## config.mk

```make
export PLATFORM = sky130hd
export DESIGN_NAME = sram_rr_arbiter
export DESIGN_NICKNAME = d
export VERILOG_FILES = /design/src/rtl/sram_rr_arbiter.sv
export SDC_FILE = /design/constraint.sdc
export NUM_CORES = 1
export LEC_CHECK = 0
export CORE_MARGIN = 8
export CORE_UTILIZATION = 44
export DETAILED_ROUTE_END_ITERATION = 8
export HOLD_SLACK_MARGIN = 0.03
export PLACE_DENSITY = 0.86
export SLEW_MARGIN = 20
export SYNTH_ARGS = -nofsm -noshare
export SYNTH_HDL_FRONTEND = slang
export SYNTH_SLANG_ARGS = --single-unit
```

## constraint.sdc

```tcl
create_clock -name i_clk -period 7.8 [get_ports i_clk]
set_input_delay 1.56 -clock i_clk [delete_from_list [all_inputs] [get_ports i_clk]]
set_output_delay 1.56 -clock i_clk [all_outputs]
set_load 0.005 [all_outputs]
```

## src/rtl/sram_rr_arbiter.sv

```systemverilog
// ============================================================================
// sram_rr_arbiter
// ----------------------------------------------------------------------------
// Two-port round-robin arbiter in front of the 32-bit SRAM controller.
// Requester 0 is the LSU data path. Requester 1 is a secondary master, such as
// the boot loader or the DMA. The arbiter captures one request at a time. It
// issues a single-cycle wren/rden strobe to the controller and waits for the
// controller ack. It then returns read data and a one-cycle done pulse to the
// owner. A watchdog aborts a transaction that sees no ack within
// TIMEOUT_CYCLES wait cycles; such a transaction ends with o_err=1 and
// o_rdata=0.
//
// Parameters
//   ADDR_W          SRAM byte-address width
//   DATA_W          data width; byte-mask width is DATA_W/8
//   TIMEOUT_CYCLES  wait cycles before abort (keep >= 8)
//
// Ports
//   i_clk, i_rst            clock (rising edge), async active-high reset
//   i_rN_req/we/addr/       requester N (N=0,1) level request and its fields,
//     wdata/bmask           held stable while req=1 until gnt
//   o_rN_gnt                1-cycle pulse: request captured (ISSUE cycle)
//   o_rN_done               1-cycle pulse: transaction finished
//   o_rdata                 read data, valid with done, held until next done
//   o_err                   high with done when the transaction timed out
//   o_busy                  FSM not idle
//   o_mem_addr/wdata/bmask  to controller i_ADDR/i_WDATA/i_BMASK
//   o_mem_wren/o_mem_rden   to controller i_WREN/i_RDEN, single-cycle strobes
//   i_mem_rdata/i_mem_ack   from controller o_RDATA/o_ACK
// ============================================================================
module sram_rr_arbiter #(
    parameter int ADDR_W         = 18,
    parameter int DATA_W         = 32,
    parameter int TIMEOUT_CYCLES = 16
) (
    input  logic                i_clk,
    input  logic                i_rst,

    input  logic                i_r0_req,
    input  logic                i_r0_we,
    input  logic [ADDR_W-1:0]   i_r0_addr,
    input  logic [DATA_W-1:0]   i_r0_wdata,
    input  logic [DATA_W/8-1:0] i_r0_bmask,
    output logic                o_r0_gnt,
    output logic                o_r0_done,

    input  logic                i_r1_req,
    input  logic                i_r1_we,
    input  logic [ADDR_W-1:0]   i_r1_addr,
    input  logic [DATA_W-1:0]   i_r1_wdata,
    input  logic [DATA_W/8-1:0] i_r1_bmask,
    output logic                o_r1_gnt,
    output logic                o_r1_done,

    output logic [DATA_W-1:0]   o_rdata,
    output logic                o_err,
    output logic                o_busy,

    output logic [ADDR_W-1:0]   o_mem_addr,
    output logic [DATA_W-1:0]   o_mem_wdata,
    output logic [DATA_W/8-1:0] o_mem_bmask,
    output logic                o_mem_wren,
    output logic                o_mem_rden,
    input  logic [DATA_W-1:0]   i_mem_rdata,
    input  logic                i_mem_ack
);

    localparam int CNT_W = $clog2(TIMEOUT_CYCLES + 1);
    localparam logic [CNT_W-1:0] WD_LAST = CNT_W'(TIMEOUT_CYCLES - 1);

    typedef enum logic [1:0] {
        S_IDLE,
        S_ISSUE,
        S_WAIT,
        S_DONE
    } state_t;

    state_t           state;
    logic             prio;       // requester favoured on a tie (0 after reset)
    logic             owner;      // requester that owns the current transaction
    logic             lat_we;     // captured direction of the current transaction
    logic [CNT_W-1:0] wd_cnt;     // WAIT cycles already elapsed
    logic             win;        // arbitration result: 1 = requester 1
    logic             win_we;

    // NOTE: every variable written in a combinational block gets a default
    // first, so no path leaves it unassigned and no latch is inferred.
    always_comb begin
        win = 1'b0;
        if (i_r0_req && i_r1_req)
            win = prio;
        else if (i_r1_req)
            win = 1'b1;
        win_we = win ? i_r1_we : i_r0_we;
    end

    // NOTE: all state and registered outputs use non-blocking assignments, so
    // every right-hand side reads the pre-edge value regardless of statement
    // order.
    always_ff @(posedge i_clk or posedge i_rst) begin
        if (i_rst) begin
            state       <= S_IDLE;
            prio        <= 1'b0;
            owner       <= 1'b0;
            lat_we      <= 1'b0;
            wd_cnt      <= '0;
            o_r0_gnt    <= 1'b0;
            o_r1_gnt    <= 1'b0;
            o_r0_done   <= 1'b0;
            o_r1_done   <= 1'b0;
            o_rdata     <= '0;
            o_err       <= 1'b0;
            o_busy      <= 1'b0;
            o_mem_addr  <= '0;
            o_mem_wdata <= '0;
            o_mem_bmask <= '0;
            o_mem_wren  <= 1'b0;
            o_mem_rden  <= 1'b0;
        end else begin
            // Pulse outputs default low; each state raises only what it needs.
            o_r0_gnt   <= 1'b0;
            o_r1_gnt   <= 1'b0;
            o_r0_done  <= 1'b0;
            o_r1_done  <= 1'b0;
            o_err      <= 1'b0;
            o_mem_wren <= 1'b0;
            o_mem_rden <= 1'b0;

            case (state)
                S_IDLE: begin
                    if (i_r0_req || i_r1_req) begin
                        owner       <= win;
                        prio        <= ~win;
                        lat_we      <= win_we;
                        o_mem_addr  <= win ? i_r1_addr  : i_r0_addr;
                        o_mem_wdata <= win ? i_r1_wdata : i_r0_wdata;
                        o_mem_bmask <= win ? i_r1_bmask : i_r0_bmask;
                        o_mem_wren  <= win_we;
                        o_mem_rden  <= ~win_we;
                        o_r0_gnt    <= ~win;
                        o_r1_gnt    <= win;
                        o_busy      <= 1'b1;
                        state       <= S_ISSUE;
                    end
                end

                S_ISSUE: begin
                    wd_cnt <= '0;
                    state  <= S_WAIT;
                end

                S_WAIT: begin
                    // Ack wins over expiry in the same cycle.
                    if (i_mem_ack) begin
                        if (!lat_we)
                            o_rdata <= i_mem_rdata;
                        o_r0_done <= ~owner;
                        o_r1_done <= owner;
                        state     <= S_DONE;
                    end else if (wd_cnt == WD_LAST) begin
                        o_rdata   <= '0;
                        o_err     <= 1'b1;
                        o_r0_done <= ~owner;
                        o_r1_done <= owner;
                        state     <= S_DONE;
                    end else begin
                        wd_cnt <= wd_cnt + 1'b1;
                    end
                end

                S_DONE: begin
                    o_busy <= 1'b0;
                    state  <= S_IDLE;
                end

                default: state <= S_IDLE;
            endcase
        end
    end

endmodule

```

==> qor.csv, run 1 <==
stage,metric,value,unit
setup_path,critPathCaptureType,flip-flop,
yosys,synth_top_area_share,53.2,%
drt,firstDrtPassIters,5,
clocking,post_cts_buffers,0,
floorplanning,coreArea,10800,um2
floorplanning,dieArea,14700,um2
yosys,synthFlopType,dfrtp_1,
drt,wl_per_cell,18.4,um
floorplanning,start_util,45.1,%
yosys,syn_inst,518,
timing,post-route-period-util,42.2,%
clocking,cts_resized,0,
yosys,synth_async_sr_flop_share,100,%
drt,drt-initial-drc-count,301,
grt,grt_max_degree,63,
clocking,clk_latency,0.36,ns
yosys,ys_types,33,
placed_design,portBuffers,240,
job,cap_violations,0,
cells_and_area,area_growth,53.4,%
drt,vias,4729,
clocking,clockRootBuffer,clkbuf_8,
run_status,status,finished clean,
timing,maxSlewHeadroom,37.3,%
grt,antenna_found_initial,0,
placed_design,gp_congestion,0.812,
timing,whs,0.460,ns
yosys,yosysWarningCount,0,
drt,drc,0,
clocking,path_clk_slew,0.09,ns
timing,fin_skew,0.00926,ns
drt,ant_nets,0,
cells_and_area,nNetsFinal,884,
setup_path,crit_required,8.07,ns
clocking,cts_tree,yes,
cells_and_area,drive_gt1_share,3.94,%
clocking,cts_buffers,9,
setup_path,cp_max_fo,36,
placed_design,dpl.hpwl,11.8,mm
clocking,cts_max_level,3,
setup_path,path_cells,clkdlybuf4s50_1 -> o21ai_4 -> buf_4 -> a31oi_1 -> a21oi_1,
power_and_ir_drop,p_leak,3.11,nW
yosys,synth_top_family_by_area,compound AO/OA/AOI/OAI gates,
setup_path,setup.worst_path.start_class,primary input,
timing,hold_viol_final,0,
grt,grt_pass1_vias,4813,
cells_and_area,n_fill_cell,802,
floorplanning,rows,38,
timing,rsz0062_at_grt,false,
setup_path,slowest_stage,o21ai_4,
setup_path,worstSetupPathType,in2reg,
grt,overflow,0,
drt,viasPerCell,5.40,
floorplanning,die_width,121,um
yosys,synth_compound_area_share,20.2,%
grt,grt_pass1_wl,25.6,mm
timing,tns,0,ns
clocking,cts_hold_buf,0,
yosys,synth_seq_area_share,53.2,%
yosys,syn_avg_cell_area,9.44,um2
yosys,synthAdderAreaFrac,1.53,%
timing,setup_viol,0,
yosys,yosys_register_bits,104,
yosys,synth-edff-count,0,
yosys,ys_top_cells_by_area,"dfrtp_1 (53%), a31oi_1 (7.0%), mux2i_1 (7.0%)",
timing,max_freq,0.304,GHz
drt,routed_wl,16.1,mm
timing,tightest_slew,0.940,ns
yosys,synth_nets,671,
power_and_ir_drop,peakVddDrop,0.155,mV
timing,slew_violations,0,
yosys,yosys.area_share.simple,9.72,%
clocking,cts.sinks,104,
yosys,synth.area.mux_share,7.19,%
clocking,clock_path_buffers,2,
floorplanning,die_h,121,um
grt,grt_usage,21.4,%
yosys,synth_area,4890,um2
cells_and_area,antennaDiodeCount,0,
setup_path,worstPathArrival,3.56,ns
yosys,synth_xor_area_share,0,%
power_and_ir_drop,power_density,333,nW/um2
floorplanning,num_io_pins,241,
cells_and_area,final_cell_mix,"clkdlybuf4s50_1 (239), dfrtp_1 (104), nor2_1 (59)",
min_path,hold_path.class,reg2reg,
setup_path,slowest_delay,0.65,ns
cells_and_area,final_common_cell,clkdlybuf4s50_1,
yosys,synth_area_leader_cell,dfrtp_1,
timing,min_period,3.29,ns
path summary, 6_finish.rpt:
| check | start | endpoint | slack, ns | cells past startpoint |
|---|---|---|---|---|
| max | i_r0_req | o_mem_wdata[22] | 4.51 | 5 |
| min | owner | o_r0_done | 0.46 | 1 |
| max in group asynchronous | i_rst | o_rdata[29] | 5.00 | 3 |
| max reg2reg | wd_cnt[0] | o_rdata[22] | 5.70 | 7 |
| min reg2reg | owner | o_r0_done | 0.46 | 1 |
| min in group asynchronous | i_rst | o_rdata[9] | 1.60 | 2 |
synth_stat cells, types with 2 or more instances:
cell / number
buf_4: 2
mux2i_1: 34
nand2b_1: 3
buf_12: 3
nand3_1: 4
dfrtp_1: 104
buf_2: 21
inv_1: 38
o21ai_0: 7
nand2_1: 39
clkbuf_1: 16
ha_1: 6
and3_1: 2
a21oi_1: 57
o21ai_1: 52
a31oi_1: 55
nor2_1: 59
stage by stage:
step | instances | setup slack, ns | area, um2 | utilization, % | total power [W]
global route | 876 | 4.40 | 7500 | 69.2 | 0.00268
CTS | 876 | 4.36 | 7490 | 69.1 | 0.00252
detailed placement | 860 | 3.99 | 7290 | 67.3 | 0.00217
global placement | 859 | 4.01 | 7260 | 67.0 | 0.00211
finish | 876 | 4.51 | 7500 | 69.2 | 0.00250
floorplan | 518 | 3.51 | 4890 | - | 0.00147
critical path: cells and delay by family:
kind / cells / cell delay (ns)
buffers and inverters: 2 / 1.03
AO/OA/AOI/OAI: 3 / 0.95
layer usage:
layer | global-route usage, % | part of all wire (%)
met1 | 26.8 | 42
met2 | 34.1 | 46
met3 | 7.26 | 10
met4 | 6.48 | 1.5
met5 | 0 | 0
cell families after synthesis:
family	Yosys count
fa+ha+maj	6
mux	35
simple gates	113
buf+inv	82
compound gates	178
flops	104
layout make-up:
type                    instances  area, um2  area share [%]
clock buffers                  12        145            1.93
flip-flops and latches        104       2600            34.7
clock inverters                 4       52.6           0.700
inverters                      39        149            1.98
repair buffers                245       2460            32.7
well taps                     140        175            2.33
multi-input cells             332       1920            25.6
registers in the layout (all words and copies together), names as in the netlist, 2 cells and up:
| signal | flops |
|---|---|
| o_mem_bmask | 4 |
| wd_cnt | 5 |
| o_mem_wdata | 32 |
| o_rdata | 32 |
| o_mem_addr | 18 |
| state | 2 |
report_power, final:
part / switching, W / internal [W]
Sequential: 0.000145 / 0.000790
Combinational: 0.000547 / 0.000677
Clock: 0.000178 / 0.000159
Total: 0.000870 / 0.00163
Power figures use the tool's default switching activity.
==> run 2, diff against run 1 <==
--- a/config.mk
+++ b/config.mk
@@ -6,10 +6,10 @@
 export NUM_CORES = 1
 export LEC_CHECK = 0
 export CORE_MARGIN = 8
-export CORE_UTILIZATION = 44
+export CORE_UTILIZATION = 41
 export DETAILED_ROUTE_END_ITERATION = 8
 export HOLD_SLACK_MARGIN = 0.03
-export PLACE_DENSITY = 0.86
+export PLACE_DENSITY = 0.81
 export SLEW_MARGIN = 20
 export SYNTH_ARGS = -nofsm -noshare
 export SYNTH_HDL_FRONTEND = slang
==> constraint.sdc (replaced) <==
create_clock -name i_clk -period 3.4 [get_ports i_clk]
set_input_delay 0.68 -clock i_clk [delete_from_list [all_inputs] [get_ports i_clk]]
set_output_delay 0.68 -clock i_clk [all_outputs]
set_load 0.005 [all_outputs]
==> qor.csv, run 2 (synthesized netlist as in run 1, its figures left out) <==
stage,metric,value,unit
run_status,status,finished clean,
cells_and_area,drive_gt1_share,4.72,%
grt,grt_max_degree,56,
setup_path,worstSetupPathType,in2reg,
placed_design,portBuffers,240,
clocking,post_cts_buffers,0,
floorplanning,rows,40,
drt,firstDrtPassIters,5,
timing,fin_skew,0.00869,ns
setup_path,setup.worst_path.start_class,primary input,
cells_and_area,reg.largest.list,"o_mem_wdata x32, o_rdata x32, o_mem_addr x18",
timing,max_freq,0.453,GHz
drt,drt-initial-drc-count,348,
grt,antenna_found_initial,0,
drt,vias,4817,
timing,setup_viol,0,
clocking,cts.sinks,104,
grt,grt_pass1_vias,5043,
power_and_ir_drop,p_leak,3.19,nW
placed_design,gp_congestion,0.825,
floorplanning,start_util,41.4,%
drt,routed_wl,16.8,mm
min_path,hold_path.class,reg2reg,
clocking,path_clk_slew,0.07,ns
placed_design,placed_area,7360,um2
drt,drc,0,
cells_and_area,area_growth,56.9,%
timing,fin_ws,1.19,ns
floorplanning,die_width,125,um
cells_and_area,final_cell_mix,"clkdlybuf4s50_1 (239), dfrtp_1 (104), nor2_1 (59)",
timing,maxSlewHeadroom,36.7,%
clocking,cts_resized,0,
power_and_ir_drop,p_total,0.00610,W
timing,hold_viol_final,0,
clocking,cts_max_level,3,
timing,tns,0,ns
floorplanning,die_h,125,um
cells_and_area,stdcell_area,7680,um2
job,cap_violations,0,
placed_design,dpl.hpwl,12.4,mm
setup_path,crit_required,3.64,ns
drt,ant_nets,0,
setup_path,cp_max_fo,34,
cells_and_area,final_util,65.0,%
timing,slew_violations,0,
grt,grt_pass1_wl,26.4,mm
grt,overflow,0,
floorplanning,dieArea,15700,um2
setup_path,critPathCaptureType,flip-flop,
clocking,clockRootBuffer,clkbuf_16,
cells_and_area,n_fill_cell,932,
grt,grtUsageMet2,35.1,%
clocking,clock_path_buffers,2,
setup_path,worstPathArrival,2.44,ns
clocking,cts_tree,yes,
floorplanning,coreArea,11800,um2
grt,grt_most_used_layer,met2,
timing,post-route-period-util,64.9,%
grt,grtUsageMet1,24.5,%
timing,rsz0062_at_grt,false,
cells_and_area,nNetsFinal,890,
cells_and_area,final_common_cell,clkdlybuf4s50_1,
floorplanning,num_io_pins,241,
cells_and_area,antennaDiodeCount,0,
drt,wl_per_cell,18.9,um
timing,tightest_slew,0.950,ns
clocking,clk_latency,0.34,ns
power_and_ir_drop,power_density,794,nW/um2
drt,viasPerCell,5.42,
grt,use_met3,7.48,%
timing,min_period,2.21,ns
grt,grt_usage,20.9,%
power_and_ir_drop,peakVddDrop,0.314,mV
placed_design,pre_cts_slack,0.861,ns
clocking,cts_hold_buf,0,
clocking,cts_buffers,9,
-- run 2: cell count changes in the layout (fill, tap and decap cells not counted), moves of 3 or more --
| cell | previous run | this run |
|---|---|---|
| clkbuf_16 | 0 | 9 |
| clkbuf_8 | 10 | 0 |
| buf_4 | 5 | 8 |
| buf_12 | 0 | 3 |
-- run 2: path summary, 6_finish.rpt --
| check | from | endpoint | slack (ns) | depth (start not counted) |
|---|---|---|---|---|
| max | i_r0_req | prio | 1.19 | 5 |
| min | owner | o_r0_done | 0.46 | 1 |
| max reg2reg | wd_cnt[0] | o_rdata[0] | 1.32 | 7 |
| min reg2reg | owner | o_r0_done | 0.46 | 1 |
| max in group asynchronous | i_rst | o_mem_wdata[19] | 1.79 | 3 |
| min in group asynchronous | i_rst | o_rdata[1] | 0.87 | 2 |
-- run 2: layer usage --
metal | vias to the layer above | wire (um) | share of wire [%]
met3 | 24 | 1550 | 9.3
li1 | 2217 | - | -
met2 | 263 | 8080 | 48
met5 | - | 0 | 0
met1 | 2313 | 6810 | 41
met4 | 0 | 320 | 1.9
-- run 2: power breakdown --
part | switching, W | leakage, nW | internal (W)
Combinational | 0.00128 | 1.80 | 0.00158
Clock | 0.000454 | 0.154 | 0.000646
Sequential | 0.000323 | 1.23 | 0.00182
-- run 2: per-stage QoR --
step | hold slack [ns] | instances
after floorplan | 0.425 | 518
after global placement | 0.453 | 873
after detailed placement | 0.461 | 873
after CTS | 0.470 | 889
after global routing | 0.479 | 889
final | 0.464 | 889
-- run 2: cell type report --
type	instances	area (um2)	area share [%]
Multi-Input combinational cell	332	1910	24.9
Timing Repair Buffer	251	2520	32.8
Tap cell	147	184	2.40
Clock buffer	11	233	3.03
Inverter	39	150	1.96
Clock inverter	5	78.8	1.03
Sequential cell	104	2600	33.9
-- run 2: critical path, stage by stage --
cell and delay, ns:
clkdlybuf4s50_1 0.53, nand2b_2 0.43, buf_4 0.45, a21oi_1 0.15, a21o_1 0.18
==> run 3, diff against run 2 <==
--- a/config.mk
+++ b/config.mk
@@ -6,10 +6,10 @@
 export NUM_CORES = 1
 export LEC_CHECK = 0
 export CORE_MARGIN = 8
-export CORE_UTILIZATION = 41
+export CORE_UTILIZATION = 37
 export DETAILED_ROUTE_END_ITERATION = 8
 export HOLD_SLACK_MARGIN = 0.03
-export PLACE_DENSITY = 0.81
+export PLACE_DENSITY = 0.77
 export SLEW_MARGIN = 20
 export SYNTH_ARGS = -nofsm -noshare
 export SYNTH_HDL_FRONTEND = slang
==> constraint.sdc (replaced) <==
create_clock -name i_clk -period 1.9 [get_ports i_clk]
set_input_delay 0.38 -clock i_clk [delete_from_list [all_inputs] [get_ports i_clk]]
set_output_delay 0.38 -clock i_clk [all_outputs]
set_load 0.005 [all_outputs]
==> qor.csv, run 3 (synthesized netlist as in run 1, its figures left out) <==
stage,metric,value,unit
drt,wl_per_cell,18.4,um
setup_path,slowest_stage,dfrtp_1,
clocking,cts_buffers,9,
drt,firstDrtPassIters,5,
grt,antenna_found_initial,0,
job,cap_violations,0,
grt,grt_max_degree,59,
cells_and_area,stdcell_count,929,
cells_and_area,final_common_cell,clkdlybuf4s50_1,
clocking,cts_tree,yes,
timing,max_freq,0.543,GHz
cells_and_area,reg.largest.list,"o_mem_wdata x32, o_rdata x32, o_mem_addr x18",
drt,viasPerCell,5.17,
cells_and_area,final_cell_mix,"clkdlybuf4s50_1 (239), dfrtp_1 (104), nor2_1 (59)",
floorplanning,die_h,131,um
clocking,cts_max_level,3,
setup_path,setup.worst_path.start_class,flip-flop,
placed_design,placed_area,7520,um2
power_and_ir_drop,power_density,1390,nW/um2
cells_and_area,nNetsFinal,901,
drt,drt-initial-drc-count,331,
setup_path,worstSetupPathType,reg2reg,
clocking,clock_path_buffers,2,
grt,grt_pass1_wl,25.2,mm
drt,routed_wl,17.1,mm
grt,overflow,0,
timing,setup_viol,0,
run_status,status,finished clean,
clocking,cts_hold_buf,0,
setup_path,cp_max_fo,8,
floorplanning,num_io_pins,241,
drt,ant_nets,0,
setup_path,crit_family,adder cells,
timing,fin_skew,0.00629,ns
drt,drc,0,
cells_and_area,drive_gt1_share,6.24,%
floorplanning,coreArea,13100,um2
placed_design,pre_cts_slack,0.00253,ns
placed_design,portBuffers,240,
floorplanning,rows,42,
setup_path,slowest_delay,0.40,ns
clocking,cts.sinks,104,
timing,maxSlewHeadroom,77.5,%
setup_path,worstPathArrival,2.10,ns
placed_design,gp_congestion,0.897,
floorplanning,die_width,131,um
timing,fin_ws,0.0580,ns
placed_design,dpl.hpwl,12.4,mm
power_and_ir_drop,peakVddDrop,0.551,mV
power_and_ir_drop,p_leak,3.26,nW
clocking,path_clk_slew,0.07,ns
floorplanning,dieArea,17200,um2
placed_design,place_inst,908,
timing,hold_viol_final,0,
setup_path,path_cells,ha_1 -> and3_1 -> ha_2 -> nand2b_4 -> a21boi_4 -> buf_12 -> clkbuf_16 -> mux2i_1,
drt,vias,4800,
grt,grt_pass1_vias,4809,
floorplanning,start_util,37.4,%
timing,post-route-period-util,96.9,%
setup_path,critPathCaptureType,flip-flop,
cells_and_area,stdcell_area,7900,um2
clocking,clockRootBuffer,clkbuf_16,
grt,grt_usage,18.8,%
timing,tightest_slew,0.337,ns
clocking,clk_latency,0.34,ns
timing,slew_violations,0,
cells_and_area,area_growth,61.5,%
setup_path,crit_required,2.16,ns
timing,min_period,1.84,ns
cells_and_area,antennaDiodeCount,0,
min_path,hold_path.class,in2reg,
setup_path,cp_num_buf_inv,2,
-- run 3: stage by stage --
| stage | utilization [%] | hold slack [ns] | TNS (ns) | total power (W) |
|---|---|---|---|---|
| 6_report | 60.4 | 0.397 | 0 | 0.0110 |
| 4_1_cts | 59.7 | 0.388 | 0 | 0.0110 |
| 3_3_place_gp | 57.5 | 0.439 | 0 | 0.00890 |
| 2_1_floorplan | - | 0.425 | 0 | 0.00605 |
| 5_1_grt | 60.4 | 0.403 | -0.139 | 0.0117 |
| 3_5_place_dp | 57.5 | 0.455 | 0 | 0.00909 |
-- run 3: final timing paths --
kind	cells past startpoint	startpoint	slack, ns	endpoint
worst max-delay path	8	wd_cnt[0]	0.06	o_rdata[0]
max in group asynchronous	3	i_rst	1.10	o_mem_wdata[0]
worst min register to register	1	owner	0.46	o_r0_done
worst min-delay path	3	i_r1_req	0.40	o_r1_gnt
min in group asynchronous	3	i_rst	0.50	o_rdata[8]
worst max register to register	8	wd_cnt[0]	0.06	o_rdata[0]
-- run 3: where the power goes --
| group | switching, W | leakage [nW] | total (W) | internal, W |
|---|---|---|---|---|
| Combinational | 0.00233 | 1.89 | 0.00534 | 0.00301 |
| Clock | 0.000810 | 0.132 | 0.00183 | 0.00102 |
| Sequential | 0.000577 | 1.23 | 0.00383 | 0.00325 |
-- run 3: cell type report --
class	instances	area [um2]
inverters	39	150
flip-flops and latches	104	2600
clock inverters	5	57.6
repair buffers	262	2730
fillers	1094	5180
multi-input cells	332	1910
clock buffers	11	233
well taps	176	220
-- run 3: repair_timing --
item | in CTS | in global routing
pin swaps | 0 | 1
setup buffers | 0 | 2
gates resized for setup | 1 | 0
cloned | 0 | 3
setup endpoints to repair | 8 | 34
-- run 3: tightest hold or removal path: stages --
cell and delay (ns):
buf_2 0.17, nand2_1 0.10, nor2_1 0.05
-- run 3: routing by layer --
metal | share of wire, % | track usage, %
met1 | 39 | 22.1
met2 | 48 | 30.8
met3 | 11 | 7.39
met4 | 2.0 | 6.35
met5 | 0 | 0
